[src/rtl/regfile_param.sv]
// rtl/regfile_param.sv - parameterised register file with sequential clear; REGFILE_BYPASS_EN selects write-first reads
module regfile_param #(
  parameter int WIDTH    = 8,
  parameter int DEPTH    = 8,
  parameter int AW       = 3,
  parameter int ZERO_REG = 1
) (
  input  logic             clk,
  input  logic             rst,
  input  logic [AW-1:0]    RA,
  input  logic [AW-1:0]    RB,
  input  logic [AW-1:0]    RDo,
  input  logic             RegWrite,
  input  logic [WIDTH-1:0] Mem_to_Reg,
  output logic [WIDTH-1:0] A,
  output logic [WIDTH-1:0] B,
  output logic             ready
);

  localparam logic [0:0]    S_CLEAR  = 1'b0;
  localparam logic [0:0]    S_RUN    = 1'b1;
  localparam logic [AW-1:0] LAST_IDX = AW'(DEPTH - 1);

  logic [0:0]       state;
  logic [AW-1:0]    clr_cnt;
  logic [WIDTH-1:0] mem [DEPTH];
  logic             wr_en;
  logic             zero_wr;
  logic [WIDTH-1:0] rd_a;
  logic [WIDTH-1:0] rd_b;

  // Effective write: only in RUN, and never into the hardwired zero register
  always_comb begin
    zero_wr = (ZERO_REG != 0) && (RDo == '0);
    wr_en   = (state == S_RUN) && RegWrite && !zero_wr;
  end

  // Port A read mux: zero register wins, then optional same-cycle bypass, then array
  always_comb begin
    rd_a = mem[RA];
`ifdef REGFILE_BYPASS_EN
    if (wr_en && (RDo == RA)) begin
      rd_a = Mem_to_Reg;
    end
`endif
    if ((ZERO_REG != 0) && (RA == '0)) begin
      rd_a = '0;
    end
  end

  // Port B read mux, same priority as port A so RA==RB always agrees
  always_comb begin
    rd_b = mem[RB];
`ifdef REGFILE_BYPASS_EN
    if (wr_en && (RDo == RB)) begin
      rd_b = Mem_to_Reg;
    end
`endif
    if ((ZERO_REG != 0) && (RB == '0)) begin
      rd_b = '0;
    end
  end

  // Control FSM: CLEAR walks every entry once, then RUN serves registered reads
  always_ff @(posedge clk) begin
    if (rst) begin
      state   <= S_CLEAR;
      clr_cnt <= '0;
      ready   <= 1'b0;
      A       <= '0;
      B       <= '0;
    end else if (state == S_CLEAR) begin
      A       <= '0;
      B       <= '0;
      clr_cnt <= clr_cnt + AW'(1);
      if (clr_cnt == LAST_IDX) begin
        state <= S_RUN;
        ready <= 1'b1;
      end
    end else begin
      A <= rd_a;
      B <= rd_b;
    end
  end

  // Array storage: not reset directly; zeroed one entry per cycle during CLEAR
  always_ff @(posedge clk) begin
    if (!rst) begin
      if (state == S_CLEAR) begin
        mem[clr_cnt] <= '0;
      end else if (wr_en) begin
        mem[RDo] <= Mem_to_Reg;
      end
    end
  end

endmodule

[config.mk]
export PLATFORM = sky130hd
export DESIGN_NAME = regfile_param
export DESIGN_NICKNAME = d
export VERILOG_FILES = /design/src/rtl/regfile_param.sv
export SDC_FILE = /design/constraint.sdc
export NUM_CORES = 1
export LEC_CHECK = 0
export BUFFER_PORTS_ARGS = -buffer_cell sky130_fd_sc_hd__buf_2
export CAP_MARGIN = 10
export CORE_MARGIN = 4
export CORE_UTILIZATION = 55
export DETAILED_ROUTE_END_ITERATION = 12
export GPL_TIMING_DRIVEN = 0
export PLACE_DENSITY = 0.71
export SYNTH_ARGS = -nofsm -noshare
export SYNTH_HDL_FRONTEND = slang
export SYNTH_SLANG_ARGS = --single-unit
[constraint.sdc]
create_clock -name clk -period 3.1 [get_ports clk]
set_clock_uncertainty 0.05 [all_clocks]
set_input_delay 0.155 -clock clk [delete_from_list [all_inputs] [get_ports clk]]
set_output_delay 0.155 -clock clk [all_outputs]
set_load 0.01 [all_outputs]
Word level (Yosys, flattened, before mapping):

Memories as Yosys holds them, arrays and structs flattened. A register that Yosys moved wholly into a read port is not among the register bits.
Index checks and enable logic that the tools add are counted.

* register bits: 5
* memories kept: 1
* output and inout bits: 17
* bits of input ports: 20
* bits in writable memories: 64
* word-level logic and storage cells: 29

Memory list
* mem: depth 8, bits a word 8, read ports 2, clocked after Yosys merged registers in 2, wr ports 1, line 26 `logic [WIDTH-1:0] mem [DEPTH];`

* add/subtract/negate cells: 1
* bitwise logic cells: 1
* reductions and logical operators: 10
* equal/unequal tests: 1
* muxes and demuxes: 12

Operators with widths (count)
* 1-bit 2-to-1 mux: 10
* 3-bit logical NOT: 3
* 8-bit 2-to-1 mux: 1
* 8-bit OR reduction: 1
* 3-bit OR reduction: 2
* 3-bit by 1-bit adder with 3-bit output, second input constant: 1
* 3-bit equality test, second input constant: 1
* 3-bit 2-to-1 mux: 1
* 1-bit logical AND: 2
* 2-bit AND reduction: 1
* 1-bit logical NOT: 1
* 1-bit inverter: 1

Depth between registers and ports, before layout:

Gate-level depths: netlist of the first run.

* word-level depth: 9
* depth in mapped cells: 5
* depth with buffers taken out: 4

Worst setup path after synthesis of the first run:

Ideal clock, no wire load.

* path kind: reg2reg
* start point: register clr_cnt[2]
* end point: memory mem[4][0], enable pin
* setup slack: 822 ps
* cell stages (with the launch flop): 4
* setup time: 395 ps
* clock period less this slack: 2278 ps
* path buffers: 0
* data arrival time: 1834 ps
* data required time: 2655 ps
* path through: dfxtp_1 > or3b_2 > o211a_1 > nor4_1

* word-level cells in the longest chain between the ends: 1

Ends and longest elaborated chain
* start, declared: line 25 `logic [AW-1:0] clr_cnt;`
* start signal, assigned: line 75 `clr_cnt <= clr_cnt + AW'(1);`
* 3-bit 2-to-1 mux (no source line)
* end, declared: line 26

No other way between the ends.

Worst setup path after layout of the first run:

* start point: register state
* end point: memory mem[3][7], enable pin

* word-level cells in the longest chain between the ends: 8
* elaborated cells on any way between the ends: 12
* those cells by class: mux: 9; reduce/logical: 3

Ends and longest elaborated chain
* start, declared: line 24 `logic [0:0] state;`
* start signal, assigned: line 67 `state <= S_CLEAR;`
* start signal, assigned: line 77 `state <= S_RUN;`
* 1-bit logical AND (2 in series): line 35 `wr_en = (state == S_RUN) && RegWrite && !zero_wr;`
* 1-bit 2-to-1 mux: line 91 `end else if (wr_en) begin`
* 1-bit 2-to-1 mux: line 89 `if (state == S_CLEAR) begin`
* 1-bit 2-to-1 mux: line 88 `if (!rst) begin`
* 1-bit 2-to-1 mux (not written as such): line 92 `mem[RDo] <= Mem_to_Reg;`
* 8-bit OR reduction (no source line)
* 3-bit 2-to-1 mux (no source line) or 1-bit 2-to-1 mux (tied branches)

Several ways; a longest one is shown, not always the timed one.

==> flow_summary.json, run 1 <==
{
  "dp_hpwl_mm": 5.28,
  "nets": 293,
  "setup_viol": 0,
  "cpMostUsedCell": "buf_2",
  "worst_pin_slew_ps": 868,
  "syn-num-nets": 246,
  "synth.cell_area_mm2": 0.00372,
  "endpoint_kind": "flip-flop",
  "route.detailed.drc": 0,
  "ctsResizeCount": 0,
  "synth_top_family_by_area": "multiplexers",
  "worst-endpoint-arrival_ps": 2270,
  "ioPinCount": 37,
  "grt_pass1_wl_mm": 12.1,
  "path_buf_inv": 2,
  "cp_slowest_stage_delay_ps": 610,
  "synth-async-reset-ratio": 0,
  "die_area_mm2": 0.00815,
  "drt-vias-per-instance": 6.17,
  "syn_avg_cell_area_um2": 16.6,
  "row_count": 29,
  "rsz0062_at_grt": "false",
  "synthMuxAreaShare": 0.202,
  "synth_compound_area_frac": 0.0363,
  "p_leak_nw": 1.46,
  "worstSetupStartpointType": "flip-flop",
  "slew_headroom": 0.418,
  "cp_top_family": "simple AND/OR/NAND/NOR gates",
  "critical_path_class": "flip-flop to flip-flop",
  "yosysSeqAreaShare": 0.629,
  "hold_buffers": 0,
  "grt_usage": 0.204,
  "yosys.area_share.simple": 0.0901,
  "synthAdderAreaFrac": 0.00672,
  "fin_setup_tns_ps": 0,
  "synth_edf_count": 64,
  "grt.overflow.total": 0,
  "status": "completed",
  "period_minus_slack_ps": 2280,
  "vias": 2172,
  "path_max_fanout": 10,
  "maxCapViolCount": 0,
  "worst_ep_required_time_ps": 3100,
  "wl_mm": 7.87,
  "clockBufferDepth": 2,
  "whs_ps": 143,
  "synth_ff_type": "edfxtp_1",
  "crit_slowest_cell": "nor3_1",
  "drt_iter0_drc": 151,
  "drive_gt1_frac": 0.353,
  "syn_inst": 224,
  "fp.dieH_um": 90.3,
  "htree_levels": 3,
  "antenna_found_initial": 0,
  "maxSlewViolCount": 0,
  "core_mm2": 0.00646,
  "crit_chain": "buf_2 -> nand4b_1 -> o211a_1 -> nor3_1 -> buf_2",
  "cts-root-buf": "clkbuf_8",
  "dr.pass1.iters": 4,
  "clkTransAtPathRegs_ps": 80,
  "synth_cell_types": 34,
  "synth_seq_cells": 85,
  "cts_tree": "done",
  "start_util": 0.576,
  "clock_latency_ps": 350,
  "vdd_drop_max_mv": 0.307,
  "min_path_type": "input port to flip-flop",
  "gp_congestion": 0.739,
  "io_buffers": 31,
  "die_w_um": 90.3,
  "synth_xor_area_frac": 0.00235,
  "fill_cells": 474,
  "layout_worst_path_cycle_share": 0.735,
  "syn_to_final_growth_pct": 13.0,
  "power_density_mw_per_mm2": 504,
  "cts_buffers": 9,
  "post_cts_buffers": 0,
  "ys_warn_count": 0,
  "grt_max_degree": 13,
  "cts_sinks": 85,
  "postRouteAntennaNets": 0,
  "fmax_mhz": 439,
  "diodes": 0,
  "hold_violations": 0,
  "first_global_vias": 2233,
  "wire_per_inst_um": 22.4
}
-- layout make-up --
class	instances	area (um^2)	share of cell area
Buffer	14	108	0.0256
Clock buffer	13	149	0.0354
Clock inverter	2	10.0	0.00238
Inverter	4	15.0	0.00357
Multi-Input combinational cell	121	1300	0.308
Sequential cell	85	2340	0.557
Tap cell	77	96.3	0.0229
Timing Repair Buffer	36	190	0.0452
-- report_power, final --
part	leakage, nW	internal [mW]	switching [mW]
clock	0.0833	0.307	0.355
combinational	0.659	0.0927	0.102
sequential	0.714	1.25	0.0155
-- flip-flops by register name, indices dropped and copies added, names as in the netlist --
signal and flops:
state 1, B 8, ready 1, A 8, clr_cnt 3, mem 64
-- layout by cell type, fill, tap and decap left out --
master,instances
o211ai_1,2
o211a_1,2
mux4_2,18
a21oi_1,1
buf_2,36
buf_6,2
or3b_2,1
clkbuf_8,10
ha_1,2
mux4_1,6
nor3_1,10
a21o_1,1
nor4_2,4
a221oi_1,8
edfxtp_1,64
nor3_2,3
nand2b_1,2
dfxtp_1,21
and3b_1,1
mux2i_1,10
nor2b_1,9
buf_4,9
o31a_1,1
or2_2,2
a41oi_1,1
inv_1,4
nand3_1,1
and2_1,8
nor2b_2,1
nor2_1,15
mux2_2,8
nand4b_1,2
buf_12,1
clkbuf_1,5
xor2_1,1
clkinv_2,2
or3b_1,1
-- cell families after synthesis --
group | count (synthesis)
compound gates | 16
xor+xnor | 1
fa+ha+maj | 2
buf+inv | 18
flops | 85
mux | 42
simple gates | 60
-- worst reg2reg max path, cell delays in order, from the launching register on --
cell,delay (ps)
dfxtp_1,370
buf_2,250
nand4b_1,160
o211a_1,220
nor3_1,610
buf_2,320
-- path summary, 6_finish.rpt --
check | startpoint | to | slack (ps) | cells after the start
hold / removal | RB[2] | B[5] | 140 | 3
setup reg to reg | state | mem[3][7] | 820 | 5
hold reg to reg | ready | ready | 410 | 2
setup / recovery | state | mem[3][7] | 820 | 5
-- routing by layer --
metal	GRT usage	vias to the layer above	routed length (um)
met5	0	-	0
met4	0.0969	0	201
met3	0.0408	14	469
met2	0.332	77	3970
met1	0.264	1098	3230
li1	-	983	-
-- synth_stat cells, drive strengths merged (4+ instances only) --
master / number / area (um^2)
a221oi: 8 / 70.1
and2: 8 / 50.1
buf: 12 / 100
dfxtp: 21 / 420
edfxtp: 64 / 1920
inv: 4 / 15.0
mux2: 8 / 90.1
mux2i: 10 / 100
mux4: 24 / 563
nor2: 15 / 56.3
nor2b: 10 / 65.1
nor3: 13 / 65.1
nor4: 4 / 25.0
-- stage by stage --
step,setup WS [ps],area (um^2),instances,total power [mW],util
global placement,-106,3970,332,1.47,0.615
floorplan,822,3720,224,1.42,-
detailed placement,843,4050,337,1.48,0.627
CTS,819,4210,352,2.13,0.651
finish,821,4210,352,2.12,0.651
global route,686,4210,352,2.20,0.651
No activity file was read; power rests on OpenSTA's default activity.
==> run 2: changes to the inputs <==
==> constraint.sdc (replaced) <==
create_clock -name clk -period 2.3 [get_ports clk]
set_clock_uncertainty 0.05 [all_clocks]
set_input_delay 0.115 -clock clk [delete_from_list [all_inputs] [get_ports clk]]
set_output_delay 0.115 -clock clk [all_outputs]
set_load 0.01 [all_outputs]
==> run 2 against run 1 <==
Compared with the run above: routed wire length up 1.0%; worst setup slack worse by 770 ps; fmax grew 1.5%; cell count stayed put; via count rose by 0.64%; final area is 0.12% higher; combinational power increased by 36%; critical path type unchanged; largest power group unchanged.
==> flow_summary.json, run 2 (synthesized netlist as in run 1, its figures left out) <==
{
  "path_max_fanout": 10,
  "wire_per_inst_um": 22.6,
  "cts_sinks": 85,
  "ctsResizeCount": 0,
  "first_global_vias": 2233,
  "worstSetupStartpointType": "flip-flop",
  "combinationalPowerShare": 0.092,
  "final_cell_count_no_fill": 352,
  "worst_ep_required_time_ps": 2220,
  "largest_reg_flops": 64,
  "clockBufferDepth": 2,
  "top_register": "mem",
  "diodes": 0,
  "nets": 293,
  "status": "completed",
  "min_path_type": "input port to flip-flop",
  "p_leak_nw": 1.46,
  "period_minus_slack_ps": 2240,
  "htree_levels": 3,
  "hold_buffers": 0,
  "reg2reg_slack_ps": 60,
  "antenna_found_initial": 0,
  "whs_path_depth": 3,
  "maxSlewViolCount": 0,
  "hold_violations": 0,
  "io_buffers": 31,
  "grt_usage": 0.204,
  "total_power_mw": 2.87,
  "maxCapViolCount": 0,
  "core_mm2": 0.00646,
  "dp.cells": 337,
  "p_int_mw": 2.22,
  "worstHoldStart": "RB[2]",
  "dp_hpwl_mm": 5.28,
  "endpoint_kind": "flip-flop",
  "design_area_mm2": 0.00421,
  "syn_to_final_growth_pct": 13.2,
  "post_cts_buffers": 0,
  "power_density_mw_per_mm2": 681,
  "top_regs": "mem (64), A (8), B (8)",
  "wl_mm": 7.95,
  "row_count": 29,
  "final_common_cell": "edfxtp_1",
  "regToRegEndpoint": "mem[7][5]",
  "vdd_drop_max_mv": 0.463,
  "r2r_start": "state",
  "die_w_um": 90.3,
  "setup_viol": 0,
  "fp.dieH_um": 90.3,
  "clock_latency_ps": 350,
  "grt_max_degree": 13,
  "drt_iter0_drc": 135,
  "cts-root-buf": "clkbuf_8",
  "grt.overflow.total": 0,
  "worst_pin_slew_ps": 893,
  "cts_buffers": 9,
  "place_area_mm2": 0.00405,
  "critical_path_class": "flip-flop to flip-flop",
  "drt-vias-per-instance": 6.21,
  "dr.pass1.iters": 4,
  "clkPwrFrac": 0.314,
  "vias": 2186,
  "die_area_mm2": 0.00815,
  "seqPwrFrac": 0.594,
  "layout_worst_path_cycle_share": 0.976,
  "whs_endpoint": "B[5]",
  "grt_pass1_wl_mm": 12.1,
  "worst-endpoint-arrival_ps": 2170,
  "fmax_mhz": 445,
  "cts_tree": "done",
  "clkTransAtPathRegs_ps": 80,
  "start_util": 0.576,
  "route.detailed.drc": 0,
  "gp_congestion": 0.739,
  "power_switching_mw": 0.646,
  "mostFrequentLayoutCells": "edfxtp_1 (64), buf_2 (36), dfxtp_1 (21)",
  "swShare": 0.225,
  "slew_headroom": 0.402,
  "fin_setup_tns_ps": 0,
  "ioPinCount": 37,
  "rsz0062_at_grt": "true",
  "worst-r2r-cell-count": 4,
  "drive_gt1_frac": 0.356,
  "postRouteAntennaNets": 0,
  "whs_ps": 99.0
}
run 2: cell counts in the layout (fill, tap and decap cells not counted):
No cell type changed its count.
run 2: worst max-delay path by stage:
stage / cells after the start / slack, ps / endpoint / startpoint
floorplan: 3 / 20 / mem[4][0] / clr_cnt[2]
global placement: 3 / -910 / mem[4][4] / clr_cnt[2]
detailed placement: 5 / 40 / mem[3][4] / state
CTS: 5 / 20 / mem[3][7] / state
global route: 4 / -90 / mem[7][5] / state
finish: 4 / 60 / mem[7][5] / state
run 2: power by group through the flow:
stage	clock [mW]	sequential [mW]	combinational [mW]
2_1_floorplan	0	1.73	0.179
3_3_place_gp	0	1.74	0.241
3_5_place_dp	0	1.74	0.263
4_1_cts	0.907	1.70	0.264
5_1_grt	0.977	1.71	0.285
6_report	0.900	1.70	0.264
run 2: metal layers:
layer  share of wire  track usage  up-vias
met5               0            0        -
met4           0.026       0.0969        0
met3           0.053       0.0408       15
met2            0.51        0.332       70
met1            0.41        0.264     1117
li1                -            -      984
run 2: per-stage QoR:
step | setup slack (ps) | utilization
3_5_place_dp | 42.7 | 0.627
2_1_floorplan | 21.6 | -
6_report | 55.1 | 0.652
4_1_cts | 19.4 | 0.651
3_3_place_gp | -906 | 0.615
5_1_grt | -87.1 | 0.652
run 2: cell type report:
class,instances,area (um^2)
buffer,14,108
fill,474,2250
clock inverter,2,10.0
multi-input combinational,121,1300
sequential,85,2340
inverter,4,15.0
tap,77,96.3
timing repair buffer,36,190
clock buffer,13,149
run 2: critical path, cell delays in order (launching register included):
cell      delay [ps]
dfxtp_1          380
buf_2            250
nand4b_1         180
o211a_1          240
nor3_2           760
